### config.mk
export PLATFORM = sky130hd
export DESIGN_NAME = pipeline_hazard_ctrl
export DESIGN_NICKNAME = d
export VERILOG_FILES = /design/src/rtl/pipeline_hazard_ctrl.sv
export SDC_FILE = /design/constraint.sdc
export NUM_CORES = 1
export LEC_CHECK = 0
export CAP_MARGIN = 0
export CORE_ASPECT_RATIO = 0.7
export CORE_MARGIN = 2
export CORE_UTILIZATION = 40
export CTS_CLUSTER_DIAMETER = 80
export DETAILED_ROUTE_END_ITERATION = 8
export GPL_ROUTABILITY_DRIVEN = 0
export GPL_TIMING_DRIVEN = 0
export PLACE_DENSITY = 0.76
export SYNTH_ARGS = -nofsm -noshare
export SYNTH_HDL_FRONTEND = slang
export SYNTH_SLANG_ARGS = --single-unit
### constraint.sdc
create_clock -name clk -period 1.77 [get_ports clk]
set_clock_uncertainty 0.1 [all_clocks]
set_input_delay 0.177 -clock clk [delete_from_list [all_inputs] [get_ports clk]]
set_output_delay 0.177 -clock clk [all_outputs]
set_load 0.01 [all_outputs]
### src/rtl/pipeline_hazard_ctrl.sv
// rtl/pipeline_hazard_ctrl.sv - load-use stall, branch flush, forwarding, debug halt/step and event counters
module pipeline_hazard_ctrl #(
  parameter int COUNT_W = 16
) (
  input  logic               clk,
  input  logic               reset,
  input  logic [4:0]         rs1_IF_ID,
  input  logic [4:0]         rs2_IF_ID,
  input  logic [4:0]         rs1_ID_EX,
  input  logic [4:0]         rs2_ID_EX,
  input  logic [4:0]         rd_ID_EX,
  input  logic               memread_ID_EX,
  input  logic [4:0]         rd_EX_MEM,
  input  logic               regwrite_EX_MEM,
  input  logic [4:0]         rd_MEM_WB,
  input  logic               regwrite_MEM_WB,
  input  logic               branch_taken,
  input  logic               halt_req,
  input  logic               step_req,
  output logic               pc_en,
  output logic               if_id_en,
  output logic               pipe_flush,
  output logic               id_ex_bubble,
  output logic [1:0]         fwd_a,
  output logic [1:0]         fwd_b,
  output logic               halted,
  output logic [COUNT_W-1:0] stall_cnt,
  output logic [COUNT_W-1:0] flush_cnt
);

  typedef enum logic [1:0] {
    S_RUN    = 2'd0,
    S_HALTED = 2'd1,
    S_STEP   = 2'd2
  } state_t;

  state_t             r_state;
  logic               r_halted;
  logic               r_step_prev;
  logic [COUNT_W-1:0] r_stall_cnt;
  logic [COUNT_W-1:0] r_flush_cnt;

  logic       w_lu;
  logic       w_stall_evt;
  logic [1:0] w_fwd_a;
  logic [1:0] w_fwd_b;

  always_comb begin
    w_lu = memread_ID_EX && (rd_ID_EX != 5'd0) &&
           ((rd_ID_EX == rs1_IF_ID) || (rd_ID_EX == rs2_IF_ID));

    // MEM result is newer than WB data, so it wins when both match
    w_fwd_a = 2'b00;
    if (regwrite_EX_MEM && (rd_EX_MEM != 5'd0) && (rd_EX_MEM == rs1_ID_EX))
      w_fwd_a = 2'b10;
    else if (regwrite_MEM_WB && (rd_MEM_WB != 5'd0) && (rd_MEM_WB == rs1_ID_EX))
      w_fwd_a = 2'b01;

    w_fwd_b = 2'b00;
    if (regwrite_EX_MEM && (rd_EX_MEM != 5'd0) && (rd_EX_MEM == rs2_ID_EX))
      w_fwd_b = 2'b10;
    else if (regwrite_MEM_WB && (rd_MEM_WB != 5'd0) && (rd_MEM_WB == rs2_ID_EX))
      w_fwd_b = 2'b01;

    pc_en        = 1'b1;
    if_id_en     = 1'b1;
    pipe_flush   = 1'b0;
    id_ex_bubble = 1'b0;
    fwd_a        = 2'b00;
    fwd_b        = 2'b00;
    w_stall_evt  = 1'b0;

    if (!reset) begin
      fwd_a = w_fwd_a;
      fwd_b = w_fwd_b;
      if (r_state == S_HALTED) begin
        // fetch frozen, younger stages drain behind bubbles
        pc_en        = 1'b0;
        if_id_en     = 1'b0;
        id_ex_bubble = 1'b1;
        pipe_flush   = branch_taken;
      end else if (branch_taken) begin
        pipe_flush   = 1'b1;
        id_ex_bubble = 1'b1;
      end else if (w_lu) begin
        pc_en        = 1'b0;
        if_id_en     = 1'b0;
        id_ex_bubble = 1'b1;
        w_stall_evt  = 1'b1;
      end
    end
  end

  always_ff @(posedge clk) begin
    if (reset) begin
      r_state     <= S_RUN;
      r_halted    <= 1'b0;
      r_step_prev <= 1'b0;
      r_stall_cnt <= '0;
      r_flush_cnt <= '0;
    end else begin
      r_step_prev <= step_req;
      case (r_state)
        S_RUN: begin
          // a taken branch holds off the halt so its redirect lands
          if (halt_req && !branch_taken) begin
            r_state  <= S_HALTED;
            r_halted <= 1'b1;
          end
        end
        S_HALTED: begin
          if (!halt_req) begin
            r_state  <= S_RUN;
            r_halted <= 1'b0;
          end else if (step_req && !r_step_prev) begin
            r_state  <= S_STEP;
            r_halted <= 1'b0;
          end
        end
        S_STEP: begin
          r_state  <= S_HALTED;
          r_halted <= 1'b1;
        end
        default: begin
          r_state  <= S_RUN;
          r_halted <= 1'b0;
        end
      endcase

      if (w_stall_evt && (r_stall_cnt != {COUNT_W{1'b1}}))
        r_stall_cnt <= r_stall_cnt + COUNT_W'(1);
      if (pipe_flush && (r_flush_cnt != {COUNT_W{1'b1}}))
        r_flush_cnt <= r_flush_cnt + COUNT_W'(1);
    end
  end

  assign halted    = r_halted;
  assign stall_cnt = r_stall_cnt;
  assign flush_cnt = r_flush_cnt;

endmodule

==> impl_metrics.csv <==
group,metric,value,unit
status,status,"finished, violations left",
status,violations,"setup timing",
timing,finalHoldViolCount,0,
global_routing,grt_max_degree,11,
finish,fillers,421,
finish,stdcell_area,3770,sq um
timing,grt_setup_unrepaired,"true",
clocking,clk_path_buf_depth,2,
power,combPwrFrac,21.7,%
finish,post_route_cells_drive_above_1_share,36.0,%
power,peakVddDrop,0.000342,V
clocking,tritoncts,"yes",
yosys,synth_top_area_share,30.7,%
clocking,clk_latency,0.29,ns
yosys,synth_cells,276,
power,cellPowerDensity,464,nW/um^2
drt,wl,7.63,mm
critical_path,worstPathMaxFanout,5,
clocking,clock-sinks,35,
placement,io_buffer_count,81,
power,seqPwrFrac,45.3,%
global_routing,grt_overflow_total,0,
yosys,synth-edff-count,0,
yosys,synth-main-ff-cell,"dfxtp_1",
critical_path,critical_path_class,"flip-flop to flip-flop",
critical_path,cp_slowest_stage_delay,0.56,ns
min_path,min-delay-start,"reset",
finish,syn_to_final_growth,65.0,%
die,ioPinCount,84,
critical_path,crit_chain,"ha_4 > nand3_2 > or4_4 > nand3_4 > buf_8 > nor4_4 > mux2_4",
drt,wl_met2,3.63,mm
yosys,synthArstFlopShare,0,%
power,switchingPower,0.507,mW
critical_path,critPathArrivalTime,2.03,ns
yosys,synth.cell_area,2280,sq um
yosys,synth.avg_cell_area,8.27,sq um
drt,dr.pass1.iters,4,
drt,top_layer_used,"met4",
timing,setup_ws,-0.182,ns
clocking,cts_buffers,5,
power,switching_share,29.0,%
timing,timing.fmax,512,MHz
die,start_util,42.5,%
critical_path,critPathLaunch,"stall_cnt[1]",
critical_path,cpMaxStageDelayCell,"or4_4",
clocking,clk_pin_slew,0.07,ns
critical_path,cp_top_family,"simple AND/OR/NAND/NOR gates",
placement,detailedPlacementHpwl,5.08,mm
yosys,synth_nets,321,
power,clockPowerShare,33.0,%
critical_path,cp-start-kind,"flip-flop",
finish,antenna-diode-count,0,
power,p_leak,1.43,nW
drt,wl_per_cell,16.7,microns
power,power,1.75,mW
placement,placed_cell_area,3260,sq um
drt,wl_met1,3.42,mm
min_path,hp-class,"input port to flip-flop",
clocking,h-tree-depth,2,
critical_path,crit_path_end_kind,"flip-flop",
yosys,synth_cell_types,51,
timing,setup_viol,14,
timing,finalCritPeriodShare,110,%
die,die_w,94.3,microns
drt,drc_errors,0,
critical_path,cp_num_buf_inv,1,
drt,vias,2515,
yosys,yosysWarnings,0,
timing,finalSetupTns,-1.52,ns
die,die_y,67.2,microns
critical_path,cp.required,1.85,ns
timing,report.final.slew_viol_count,0,
die,fp.dieArea,6340,sq um
timing,max_slew_margin,64.2,%
yosys,ys_top_cells_by_area,"dfxtp_1 (31%), xnor2_1 (8.1%), xor2_1 (8.1%)",
finish,fin_nets,430,
finish,mostFrequentLayoutCells,"clkdlybuf4s50_1 (41), nor2_1 (29), xor2_1 (21)",
drt,wl_met3,482,microns
die,core,5370,sq um
global_routing,grt_pass1_wl,11.7,mm
drt,drt_iter0_drc,265,
power,internal-power,1.24,mW
timing,worst_pin_slew,0.537,ns
yosys,synth_seq_cells,35,
yosys,ys_seq_area_share,30.7,%
global_routing,grt_pass1_vias,2455,
global_routing,track_usage,23.4,%
finish,final_common_cell,"clkdlybuf4s50_1",
yosys,yosys.area.top_type,"dfxtp_1",
drt,viasPerCell,5.49,
timing,fin_crit,1.95,ns
critical_path,r2r_start,"stall_cnt[1]",
die,fp-row-count,22,
clocking,cts-root-buf,"clkbuf_8",
run,cap_violations,0,
global_routing,antenna_found_initial,0,
drt,drtAntennaViolNets,0,
[per-stage QoR]
step / worst slack, ns / hold slack, ns / cells / util, %
after floorplan: -0.0375 / 0.195 / 276 / -
after global placement: -1.23 / 0.364 / 429 / 60.7
after detailed placement: -1.27 / 0.366 / 429 / 60.7
after CTS: -0.155 / 0.205 / 448 / 66.5
after global routing: -0.227 / 0.232 / 458 / 70.2
final: -0.182 / 0.207 / 458 / 70.2
[per-layer routing]
metal / vias up / track usage [%]
met4: 0 / 5.25
met5: - / 0
met1: 1183 / 32.2
li1: 1213 / -
met3: 15 / 5.02
met2: 104 / 37.9
[registers in the layout, indices dropped and copies added, names as in the netlist]
name         count
flush_cnt       16
r_step_prev      1
r_state          2
stall_cnt       16
[layout make-up]
type	count	area (sq um)	area share, %
Buffer	11	86.3	2.29
Clock buffer	7	76.3	2.03
Clock inverter	1	5.00	0.133
Inverter	7	31.3	0.831
Multi-Input combinational cell	223	1840	49.0
Sequential cell	35	743	19.7
Tap cell	72	90.1	2.39
Timing Repair Buffer	102	890	23.6
[logic make-up (layout without fill, tap and decap cells)]
| family | count (synthesis) | after routing | synth area share (%) |
|---|---|---|---|
| flops | 35 | 35 | 30.7 |
| fa+ha+maj | 2 | 2 | 1.10 |
| mux | 11 | 11 | 5.98 |
| buf+inv | 18 | 128 | 3.73 |
| simple gates | 135 | 135 | 33.3 |
| xor+xnor | 42 | 42 | 16.1 |
| compound gates | 33 | 33 | 9.05 |
[worst reg2reg max path, stage by stage, from the launching register on]
cell and delay, ns:
dfxtp_4 0.37, ha_4 0.15, nand3_2 0.07, or4_4 0.56, nand3_4 0.10, buf_8 0.14, nor4_4 0.05, mux2_4 0.30
[cells in the mapped netlist (2+ instances only)]
master	n
dfxtp_1	35
nor2_1	32
xnor2_1	21
xor2_1	21
nand2_1	17
nand3_1	13
a21oi_1	12
nor3_1	12
nor4_1	12
nor2b_1	11
or4_1	9
nand4_1	8
inv_1	7
o21ai_0	6
clkbuf_1	5
mux2_2	4
mux2_4	4
o31ai_1	4
and2_1	3
nor4_2	3
and3_1	2
buf_4	2
ha_1	2
mux2i_1	2
nor4b_1	2
o21a_1	2
[final timing paths]
kind	to	slack (ns)	cells after the start
worst max-delay path	stall_cnt[5]	-0.18	7
worst min-delay path	stall_cnt[7]	0.21	3
worst max register to register	stall_cnt[5]	-0.18	7
worst min register to register	stall_cnt[10]	0.39	2
[power groups by stage]
stage	Clock, mW	Sequential [mW]	Combinational [mW]
finish	0.577	0.792	0.379
global route	0.620	0.794	0.409
CTS	0.585	0.791	0.341
detailed placement	0	0.811	0.317
global placement	0	0.811	0.310
floorplan	0	0.813	0.142
[timing repair]
action,in CTS,in global routing
setup endpoints to repair,35,38
resized for setup,166,48
buffers inserted,10,10
gates cloned,1,0
pin swaps,26,14
hold buffers,0,0
Note: power is estimated with default switching activity, not from simulation.
